`src/rtl/seq_unsigned_divider.sv`:
```
// seq_unsigned_divider: sequential restoring divider, one quotient bit per clock.
// Start/ready handshake matches the shift-add multiplier. Results appear WIDTH
// cycles after an accepted start and are held until the next accepted start.
// Optional build macro: SEQ_DIV_ZERO_EARLY_EN. When it is defined, a zero
// divisor completes on the cycle after start instead of running all WIDTH steps.
//
// state | meaning
// IDLE  | no division in progress; outputs hold the last result
// RUN   | shifting/subtracting one quotient bit per clock
module seq_unsigned_divider #(
    parameter int WIDTH = 8
) (
    input  logic             clk,
    input  logic             rst_n,
    input  logic [WIDTH-1:0] dividend,
    input  logic [WIDTH-1:0] divisor,
    input  logic             start,
    output logic [WIDTH-1:0] quotient,
    output logic [WIDTH-1:0] remainder,
    output logic             ready,
    output logic             busy,
    output logic             div_by_zero
);

    localparam int CW = $clog2(WIDTH + 1);
    localparam logic [CW-1:0] CNT_INIT = CW'(WIDTH);
    localparam logic [CW-1:0] CNT_ONE  = CW'(1);

    typedef enum logic {
        IDLE = 1'b0,
        RUN  = 1'b1
    } state_t;

    state_t state;
    state_t state_next;

    logic [WIDTH-1:0] q_work;
    logic [WIDTH-1:0] d_work;
    logic [WIDTH:0]   r_work;
    logic [CW-1:0]    cnt;

    logic [WIDTH:0]   r_shift;
    logic [WIDTH:0]   r_next;
    logic [WIDTH-1:0] q_next;
    logic             zero_early;
    logic             last_step;
    logic             done;

`ifdef SEQ_DIV_ZERO_EARLY_EN
    assign zero_early = (d_work == '0);
`else
    assign zero_early = 1'b0;
`endif

    assign last_step = (cnt == CNT_ONE);
    assign done      = (state == RUN) && !start && (last_step || zero_early);

    // One restoring step: shift the next dividend bit into R, subtract D if it fits.
    always_comb begin
        r_shift = {r_work[WIDTH-1:0], q_work[WIDTH-1]};
        q_next  = {q_work[WIDTH-2:0], 1'b0};
        r_next  = r_shift;
        if (r_shift >= {1'b0, d_work}) begin
            r_next    = r_shift - {1'b0, d_work};
            q_next[0] = 1'b1;
        end
    end

    // State register.
    always_ff @(posedge clk) begin
        if (!rst_n) begin
            state <= IDLE;
        end else begin
            state <= state_next;
        end
    end

    // Next-state logic: start always (re)enters RUN, even mid-division.
    always_comb begin
        state_next = state;
        if (start) begin
            state_next = RUN;
        end else if (done) begin
            state_next = IDLE;
        end
    end

    // Working registers, counter and registered outputs.
    always_ff @(posedge clk) begin
        if (!rst_n) begin
            q_work      <= '0;
            d_work      <= '0;
            r_work      <= '0;
            cnt         <= '0;
            quotient    <= '0;
            remainder   <= '0;
            ready       <= 1'b0;
            busy        <= 1'b0;
            div_by_zero <= 1'b0;
        end else if (start) begin
            q_work      <= dividend;
            d_work      <= divisor;
            r_work      <= '0;
            cnt         <= CNT_INIT;
            ready       <= 1'b0;
            busy        <= 1'b1;
            div_by_zero <= 1'b0;
        end else if (state == RUN) begin
            if (zero_early) begin
                // q_work still holds the untouched dividend here.
                cnt         <= '0;
                quotient    <= '1;
                remainder   <= q_work;
                ready       <= 1'b1;
                busy        <= 1'b0;
                div_by_zero <= 1'b1;
            end else begin
                q_work <= q_next;
                r_work <= r_next;
                cnt    <= cnt - CNT_ONE;
                if (last_step) begin
                    quotient    <= q_next;
                    remainder   <= r_next[WIDTH-1:0];
                    ready       <= 1'b1;
                    busy        <= 1'b0;
                    div_by_zero <= (d_work == '0);
                end
            end
        end
    end

endmodule

```
`config.mk`:
```
export PLATFORM = sky130hd
export DESIGN_NAME = seq_unsigned_divider
export DESIGN_NICKNAME = d
export VERILOG_FILES = /design/src/rtl/seq_unsigned_divider.sv
export SDC_FILE = /design/constraint.sdc
export NUM_CORES = 1
export LEC_CHECK = 0
export ABC_AREA = 1
export CORE_AREA = 2 2 96 52
export DETAILED_ROUTE_END_ITERATION = 10
export DIE_AREA = 0 0 98 54
export PLACE_DENSITY = 0.94
export SYNTH_ARGS = -nofsm -noshare
export SYNTH_HDL_FRONTEND = slang
export SYNTH_SLANG_ARGS = --single-unit
```
`constraint.sdc`:
```
create_clock -name clk -period 2.41 [get_ports clk]
set_input_delay 0.3615 -clock clk [delete_from_list [all_inputs] [get_ports clk]]
set_output_delay 0.3615 -clock clk [all_outputs]
set_load 0.01 [all_outputs]
```
* Yosys cells after proc, flatten, opt, wreduce, memory -nomap -nowiden *
Cells that the tools add are included.

operators by class
  $lt $le $gt $ge = 1
  mux-type cells = 11
  equal/unequal tests = 1
  bitwise gates (word level) = 2
  $add $sub $neg = 2
  reduce and logical (&&, ||, !) cells = 11

operator list
  cell                                                                    count
  8-bit two-way mux                                                       3
  9-bit by 8-bit >= comparator with 1-bit output                          1
  8-bit logical NOT                                                       1
  4-bit two-way mux                                                       2
  8-bit subtractor                                                        1
  1-bit two-way mux                                                       6
  2-bit nonzero test                                                      3
  4-bit by 1-bit equality test with 1-bit output (second input constant)  1
  2-bit AND reduction                                                     2
  4-bit by 1-bit subtractor with 4-bit output (second input constant)     1
  3-bit AND reduction                                                     1
  1-bit logical AND                                                       2
  1-bit inverter                                                          2
  2-bit OR reduction                                                      1
  1-bit logical NOT                                                       1

word-level totals
  output and inout bits = 19
  register bits = 48
  logic and storage cells = 39

* Logic depth before layout (Yosys ltp) *
  depth in word-level cells = 5
  mapped depth = 13
  mapped depth without buffers = 13

* Least setup slack after synthesis *
Ideal clock, no wire load.

  path kind = flip-flop to flip-flop
  from = register d_work[5]
  to = register r_work[7]
  path slack = 0.794 ns
  buffers on the path = 0
  arrival time = 1.507 ns
  stages on the path, launching flop included = 13
  cell sequence = dfxtp_1 inv_1 ha_1 nand2_1 nor2_2 nand2_1 nor2_4 nor2_4 nand2_8 nand2_2 nand3_1 nand2_1 inv_1

on the way
  cells in the longest elaborated chain, start to end = 2
  elaborated cells on any way between the ends = 3
  those cells by class = add/sub (1); order compare (1); mux (1)

RTL lines
  item                                                                                       RTL line  RTL
  from (decl)                                                                                38        logic [WIDTH-1:0] d_work;
  from (signal assigned)                                                                     102       d_work <= divisor;
  8-bit subtractor / 9-bit by 8-bit >= comparator with 1-bit output (equally long branches)  64, 63
  8-bit two-way mux (*)                                                                      63        if (r_shift >= {1'b0, d_work}) begin
  to (signal assigned)                                                                       119       r_work <= r_next;
  to (decl)                                                                                  39        logic [WIDTH:0] r_work;

Every way passes the cells marked *; elsewhere a longest branch is shown, timed or not.
A chain may end at the register's enable or synchronous reset.

* Final worst setup path *
  from = register d_work[2]
  to = register remainder[6]

on the way
  cells in the longest elaborated chain, start to end = 2
  elaborated cells on any way between the ends = 3
  those cells by class = add/sub (1); order compare (1); mux (1)

RTL lines
  item                                                                                       RTL line  RTL
  8-bit subtractor / 9-bit by 8-bit >= comparator with 1-bit output (equally long branches)  64, 63
  8-bit two-way mux (*)                                                                      63
  to (signal assigned)                                                                       113       remainder <= q_work;
  to (signal assigned)                                                                       123       remainder <= r_next[WIDTH-1:0];
  to (decl)                                                                                  19        output logic [WIDTH-1:0] remainder,

Marks and branches as above.

==> flow_summary.ini <==
[die]
io_pins = 38
rows = 18
die_y_um = 54
die_x_um = 98
core_area_sq_um = 4570
die_area_sq_um = 5290
start_util_pct = 54.3

[cts]
clock-root-buffer = clkbuf_8
clk_pin_slew_ns = 0.09
clock_latency_ns = 0.31
cts.sinks = 48
cts_buffer_depth = 2
post_cts_resized = 0
htreeDepth = 2
holdBufCountCts = 0
numCtsBuffers = 5
cts_tree = built
post_cts_buffers = 0

[route]
post_drt_wl_per_cell_um = 14.2
drtPass1Iterations = 5
dr.first_iter.drc_count = 263
viasPerCell = 5.34
route.final.wire_length_um = 6440
ant_nets = 0
drc = 0
vias = 2426

[yosys]
netlist-cell-type-count = 30
synth_top_area_cell = dfxtp_1
synth_top_cell_area_share_pct = 38.7
yosys_register_bits = 48
synth.cell_area_sq_um = 2480
ys_top_cells_by_area = dfxtp_1, nand2_1, inv_1
ys_warn_count = 0
synthesis.nets = 385
netlist_instances = 355
postSynthAreaPerCell_sq_um = 7.00
synth-seq-area-share_pct = 38.7

[timing]
finalSetupViolCount = 0
hold_viol_final = 0
setup-tns-final_ns = 0
fmax_mhz = 520
min_period_ns = 1.92
finalCritPeriodShare_pct = 79.8
max_slew_margin_pct = 72.2
rsz0062_at_grt = no
slew_viol_final = 0
tightest_slew_ns = 0.416
layout_setup_ws_ns = 0.486
fin_worst_skew_ns = 0.00980

[worst_setup_path]
end_kind = register
rr_worst_depth = 12
cp_data_required_time_ns = 2.61
critPathKind = reg2reg
crit_fanout = 10
cp-start-kind = register
cp.arrival_ns = 2.13

[hold_path]
hold_depth = 2
hold_class = reg2reg

[place]
dp_hpwl_um = 4930
finalWeightedCongestion = 0.936
port-buffer-count = 37
dp.cells = 447
place_ws_ns = 0.447

[grt]
grt_pass1_vias = 2064
grt_pass1_wl_um = 10000
grt.overflow.total = 0
grt_max_degree = 23
grt_antenna_before_repair = 0
track_usage_pct = 25.0

[final_layout]
antenna_cells = 0
instances_no_fill = 454
nFillCells = 377
drive_gt1_share_pct = 7.87
mostFrequentLayoutCell = nand2_1
final_cell_mix = nand2_1, inv_1, dfxtp_1
syn_to_final_growth_pct = 20.9
nets = 424

[run]
cap_viol_max_count = 0

[pwr]
p_leak_nw = 1.47
vdd_drop_max_mv = 0.385
power_density_nw_per_um2 = 588

[outcome]
status = complete, no violations
final timing paths:
check        slack, ns            to       from
max reg2reg       0.49  remainder[6]  d_work[2]
max               0.49  remainder[6]  d_work[2]
min               0.47   quotient[7]  q_work[6]
min reg2reg       0.47   quotient[7]  q_work[6]
worst max-delay path: stages, from the launching register on:
cell and delay (ns):
dfxtp_1 0.35, inv_1 0.10, ha_1 0.38, nand2_1 0.11, nor2_2 0.05, nand2_1 0.09
nor2_4 0.04, nor2_4 0.26, nand2_8 0.14, nand2_2 0.10, nand2_1 0.05, nand2_1 0.07
nand2_1 0.06
kinds of logic (layout without fill, tap and decap cells):
kind of cell             Yosys count  after routing  share of synthesized area (%)
buffers and inverters             77            116                           12.0
adder cells (fa/ha/maj)           11             11                           5.84
AND/OR/NAND/NOR                  163            163                           30.4
AO/OA/AOI/OAI                     53             53                           11.9
flip-flops                        48             48                           38.7
XOR/XNOR                           3              3                           1.06
where the power goes:
part / switching [mW] / internal [mW] / total [mW]
combinational: 0.265 / 0.151 / 0.416
clock: 0.275 / 0.229 / 0.504
sequential: 0.0212 / 0.825 / 0.846
cell usage after synthesis:
library cell / count
a21oi_1: 18
a22o_1: 1
a31oi_1: 2
a32o_1: 4
buf_2: 2
buf_6: 1
clkbuf_1: 5
dfxtp_1: 48
fa_1: 1
ha_1: 10
inv_1: 66
inv_2: 3
nand2_1: 68
nand2_2: 8
nand2_4: 1
nand2_8: 1
nand3_1: 31
nand3_2: 1
nand4_1: 2
nor2_1: 42
nor2_2: 3
nor2_4: 2
nor2_8: 1
nor3_2: 1
nor4_1: 2
o211ai_1: 1
o21a_1: 1
o21ai_0: 26
xnor2_1: 2
xor2_1: 1
area by class of cell:
| class | instances | area (sq um) | share of cell area [%] |
|---|---|---|---|
| clock buffers | 6 | 82.6 | 2.75 |
| repair buffers | 40 | 393 | 13.1 |
| flip-flops and latches | 48 | 961 | 32.0 |
| well taps | 60 | 75.1 | 2.50 |
| multi-input cells | 230 | 1220 | 40.7 |
| clock inverters | 1 | 8.76 | 0.292 |
| inverters | 69 | 259 | 8.62 |
per-stage QoR:
stage / util (%) / power, mW / instance area, sq um / hold WS [ns]
final: 65.7 / 1.77 / 3000 / 0.474
after detailed placement: 63.7 / 1.27 / 2910 / 0.451
after global placement: 63.7 / 1.25 / 2910 / 0.444
after floorplan: - / 1.15 / 2480 / 0.419
after CTS: 65.7 / 1.76 / 3000 / 0.475
after global routing: 65.7 / 1.84 / 3000 / 0.494
state kept, by name (all words and copies together), names as in the netlist, 4 cells and up:
signal	flops
q_work	8
remainder	8
d_work	8
r_work	8
cnt	4
quotient	8
metal layers:
layer,GRT usage [%],wire length (um)
met5,0,0
met4,9.72,104
met3,8.05,699
met2,35.6,2530
met1,35.2,3100
Power figures use the tool's default switching activity.
